`src/rtl/wb_arbiter.sv`:
```
// Write-back arbiter for the integer register file: round-robin between the ALU and LSU
// write-back ports, a registered write port, and a per-register in-flight scoreboard for decode.
module wb_arbiter #(
  parameter int CNT_W = 2
) (
  input  logic        clk,
  input  logic        rst,
  input  logic        I_iss_valid,
  input  logic [4:0]  I_iss_rd,
  output logic        O_iss_ready,
  input  logic [4:0]  I_rs1_raddr,
  input  logic [4:0]  I_rs2_raddr,
  output logic        O_rs1_busy,
  output logic        O_rs2_busy,
  input  logic        I_a_valid,
  input  logic [4:0]  I_a_waddr,
  input  logic [31:0] I_a_wdata,
  output logic        O_a_ready,
  input  logic        I_l_valid,
  input  logic [4:0]  I_l_waddr,
  input  logic [31:0] I_l_wdata,
  output logic        O_l_ready,
  output logic        O_rd_we,
  output logic [4:0]  O_rd_waddr,
  output logic [31:0] O_rd_wdata
);

  localparam logic [CNT_W-1:0] CNT_MAX = '1;
  localparam logic [CNT_W-1:0] CNT_ONE = CNT_W'(1);

  logic [CNT_W-1:0] cnt_q [32];
  logic             rr_q, rr_d;
  logic             grant_a, grant_l, cmt_valid, iss_fire;
  logic [4:0]       cmt_addr;
  logic [31:0]      cmt_data;
  logic [31:0]      inc_vec, dec_vec;
  logic             rd_we_q;
  logic [4:0]       rd_waddr_q;
  logic [31:0]      rd_wdata_q;

  // Ready comes from the grant alone; the requesters are never stalled by anything else.
  assign grant_a   = I_a_valid && (!I_l_valid || !rr_q);
  assign grant_l   = I_l_valid && (!I_a_valid ||  rr_q);
  assign O_a_ready = grant_a;
  assign O_l_ready = grant_l;
  assign cmt_valid = grant_a || grant_l;
  assign cmt_addr  = grant_a ? I_a_waddr : I_l_waddr;
  assign cmt_data  = grant_a ? I_a_wdata : I_l_wdata;

  // Saturation looks at the pre-update count, so a same-cycle commit cannot unblock an issue.
  assign O_iss_ready = (I_iss_rd == 5'd0) || (cnt_q[I_iss_rd] != CNT_MAX);
  assign iss_fire    = I_iss_valid && O_iss_ready && (I_iss_rd != 5'd0);

  assign O_rs1_busy = (I_rs1_raddr != 5'd0) && (cnt_q[I_rs1_raddr] != '0);
  assign O_rs2_busy = (I_rs2_raddr != 5'd0) && (cnt_q[I_rs2_raddr] != '0);

  always_comb begin
    // NOTE: every combinationally written signal gets a default first so no latch is inferred.
    inc_vec = '0;
    dec_vec = '0;
    rr_d    = rr_q;
    if (iss_fire)
      inc_vec[I_iss_rd] = 1'b1;
    // Underflow guard: a commit to an idle register is a requester error and leaves the count at 0.
    if (cmt_valid && (cmt_addr != 5'd0) && (cnt_q[cmt_addr] != '0))
      dec_vec[cmt_addr] = 1'b1;
    if (I_a_valid && I_l_valid)
      rr_d = !rr_q;
  end

  // NOTE: the counters are state that decode depends on right after reset, so the whole array
  // is reset asynchronously rather than treated as an uninitialised memory.
  always_ff @(posedge clk or posedge rst) begin
    if (rst) begin
      for (int r = 0; r < 32; r++) cnt_q[r] <= '0;
    end else begin
      for (int r = 0; r < 32; r++) begin
        if (inc_vec[r] && !dec_vec[r])
          cnt_q[r] <= cnt_q[r] + CNT_ONE;
        else if (dec_vec[r] && !inc_vec[r])
          cnt_q[r] <= cnt_q[r] - CNT_ONE;
      end
    end
  end

  always_ff @(posedge clk or posedge rst) begin
    if (rst) begin
      rr_q       <= 1'b0;
      rd_we_q    <= 1'b0;
      rd_waddr_q <= 5'd0;
      rd_wdata_q <= 32'd0;
    end else begin
      rr_q <= rr_d;
      if (cmt_valid) begin
        rd_we_q    <= (cmt_addr != 5'd0);
        rd_waddr_q <= cmt_addr;
        rd_wdata_q <= cmt_data;
      end else begin
        rd_we_q    <= 1'b0;
      end
    end
  end

  assign O_rd_we    = rd_we_q;
  assign O_rd_waddr = rd_waddr_q;
  assign O_rd_wdata = rd_wdata_q;

  // A commit to a register with no write in flight means a requester broke its contract.
  a_no_underflow : assert property (@(posedge clk) disable iff (rst)
    (cmt_valid && (cmt_addr != 5'd0)) |-> (cnt_q[cmt_addr] != '0));

endmodule

```
`config.mk`:
```
export PLATFORM = sky130hd
export DESIGN_NAME = wb_arbiter
export DESIGN_NICKNAME = d
export VERILOG_FILES = /design/src/rtl/wb_arbiter.sv
export SDC_FILE = /design/constraint.sdc
export NUM_CORES = 1
export LEC_CHECK = 0
export ABC_AREA = 1
export CORE_AREA = 2 2 144 111
export CTS_CLUSTER_SIZE = 12
export DETAILED_ROUTE_END_ITERATION = 8
export DIE_AREA = 0 0 146 113
export PLACE_DENSITY = 0.84
export REMOVE_ABC_BUFFERS = 1
export SETUP_SLACK_MARGIN = 0.5
export SYNTH_ARGS = -nofsm -noshare
export SYNTH_HDL_FRONTEND = slang
export SYNTH_SLANG_ARGS = --single-unit
```
`constraint.sdc`:
```
create_clock -name clk -period 6.2 [get_ports clk]
set_input_delay 0.93 -clock clk [delete_from_list [all_inputs] [get_ports clk]]
set_output_delay 0.93 -clock clk [all_outputs]
set_load 0.05 [all_outputs]
```
==> results.cfg <==
[outcome]
outcome = completed

[setup_path]
r2r_cells = 20
cp_num_cells = 21
slowest_delay_ns = 0.72
end_kind = flop
critical_path.slowest_cell = nand2_1
cp_common_cell = nand2_1
cp_data_required_time_ns = 6.44
worstPathMaxFanout = 43
crit_type = input port to flop
path_buf_inv = 3
cpLargestDelayFamily = simple AND/OR/NAND/NOR gates
critPathLaunchType = input port
crit_chain = clkdlybuf4s50_1, nand2_2, nand2_4, buf_4, nand2_1, nand2_1, nand2_1, nand2_1, nand2_1, nand2_1, nand2_1, nand2_1, inv_1, nand2_1, nor2_1, nand2_4, nand4_1, ha_1, a21oi_1, o21ai_0, xor2_1
crit_arrival_ns = 5.07

[clocking]
cts_buffers = 9
post_cts_buffers = 0
cts_root_buffer = clkbuf_16
clk_latency_ns = 0.37
cts_buffer_depth = 2
htree_num_levels = 3
cts_sinks = 103
clk_pin_slew_ns = 0.07
cts_tree = yes
hold_buffers = 0
cts-resized-gates = 0

[routing]
via_count = 7774
drtPass1Iterations = 6
via_per_inst = 5.75
drc = 0
drtAntennaViolNets = 0
drt_wl_total_um = 25200
wire_per_inst_um = 18.6
first_iter_violations = 1007

[global_routing]
antenna_found_initial = 0
grt_max_degree = 54
grt_pass1_wl_um = 40200
track_usage_pct = 30.7
grt_pass1_vias = 7546
gr-total-overflow = 0

[floorplan]
initial_core_util_pct = 49.0
fp.dieW_um = 146
core_um2 = 15000
die_area_um2 = 16500
ioPinCount = 137
num_rows = 39
die_h_um = 113

[synthesis]
yosysTopAreaCellShare_pct = 35.0
postSynthAreaPerCell_um2 = 7.21
netlist_instances = 1021
synth_edf_count = 0
yosysMostFrequentCell = nand2_1
synth_ff_type = dfrtp_1
synthesis.area_um2 = 7360
synthArstFlopShare_pct = 100
ys_seq_area_share_pct = 35.0
synth_area_leaders = dfrtp_1 35%, nand2_1 15%, o21ai_0 8.2%
yosysWarnings = 0
synth_common_cells = 287 x nand2_1, 120 x o21ai_0, 103 x dfrtp_1
ys_seq_elements = 103
yosysTopAreaCell = dfrtp_1
synthDistinctLibCells = 35

[placement]
finalWeightedCongestion = 1.01
pre_cts_ws_ns = 1.13
dp.final_hpwl_um = 18200
placed_area_um2 = 8880
io_buffers = 136

[timing]
rsz0062_at_grt = no
finalSetupViolCount = 0
fin_ws_ns = 1.37
drv_slew = 0
holdWs_ns = 0.482
fmax_ghz = 0.207
finalSetupTns_ns = 0
fin_crit_sh_pct = 77.9
fin_crit_ns = 4.83
finalHoldViolCount = 0
clock_skew_ns = 0.0108
worst_pin_slew_ns = 1.16
slew-limit-headroom_pct = 22.7

[worst_hold_path]
hold_class = flop to flop
min_path_cells = 2

[cells_and_area]
syn_to_final_growth_pct = 24.8
design_area_um2 = 9190
antenna_cells = 0
fill_cells = 1409
layout-drive-gt1-share_pct = 4.71
nets = 1269

[pwr]
p_leak_nw = 4.10
ir_drop_mv = 0.162
finalPower_mw = 3.12
cellPowerDensity_nw_per_um2 = 339

[flow_run]
maxCapViolCount = 0
kinds of logic after synthesis:
| kind of cell | count (synthesis) | synth area share, % |
|---|---|---|
| compound gates | 227 | 18.1 |
| xor+xnor | 64 | 7.62 |
| fa+ha+maj | 32 | 5.44 |
| buf+inv | 127 | 7.39 |
| flops | 103 | 35.0 |
| other cells | 2 | 0.102 |
| simple gates | 466 | 26.3 |
cells in the final DEF, fill, tap and decap left out, drive strengths merged, types with 18 or more instances in the layout:
| master | instances |
|---|---|
| a21oi | 38 |
| nand3 | 34 |
| nor2 | 94 |
| o21ai | 124 |
| xnor2 | 46 |
| inv | 88 |
| a22oi | 34 |
| clkdlybuf4s50 | 136 |
| dfrtp | 103 |
| nand4 | 33 |
| xor2 | 18 |
| ha | 32 |
| nand2 | 291 |
metrics by stage:
stage,std cells,util [%]
6_report,1352,61.1
5_1_grt,1352,61.1
4_1_cts,1352,61.1
3_5_place_dp,1337,59.1
3_3_place_gp,1337,59.1
2_1_floorplan,981,-
state kept, by name (all words and copies together), names as in the netlist:
register / cells
O_rd_waddr: 5
O_rd_wdata: 32
O_rd_we: 1
cnt_q: 64
rr_q: 1
area by class of cell:
class	count	area [um2]	share of cell area, %
Multi-Input combinational cell	791	4240	46.2
Timing Repair Buffer	151	1470	16.0
Clock inverter	4	52.6	0.572
Sequential cell	103	2580	28.1
Clock buffer	11	253	2.75
Tap cell	205	256	2.79
Inverter	87	332	3.61
where the power goes:
group          internal [mW]  total (mW)  leakage (nW)  switching, mW
clock network          0.335       0.603         0.152          0.267
registers              0.915        1.23          1.20          0.319
logic                  0.478        1.28          2.74          0.802
total                   1.73        3.12          4.10           1.39
routing by layer:
metal | GRT usage [%] | up-vias | routed length (um)
li1 | - | 3652 | -
met1 | 43.3 | 3574 | 10800
met2 | 45.9 | 466 | 10900
met3 | 7.30 | 82 | 2730
met4 | 12.2 | 0 | 761
met5 | 0 | - | 0
path summary, 6_finish.rpt:
check	from	endpoint	slack, ns
min reg2reg	O_rd_wdata[9]	O_rd_wdata[9]	0.48
min	O_rd_wdata[9]	O_rd_wdata[9]	0.48
max reg2reg	rr_q	cnt_q[7]	2.08
min in group asynchronous	rst	cnt_q[3]	1.01
max	I_l_valid	cnt_q[7]	1.37
max in group asynchronous	rst	cnt_q[53]	4.07
tightest hold or removal path, stage by stage (launching register included):
cell	delay [ns]
dfrtp_1	0.35
nand2_1	0.05
o21ai_0	0.05
Note: power is estimated with default switching activity, not from simulation.
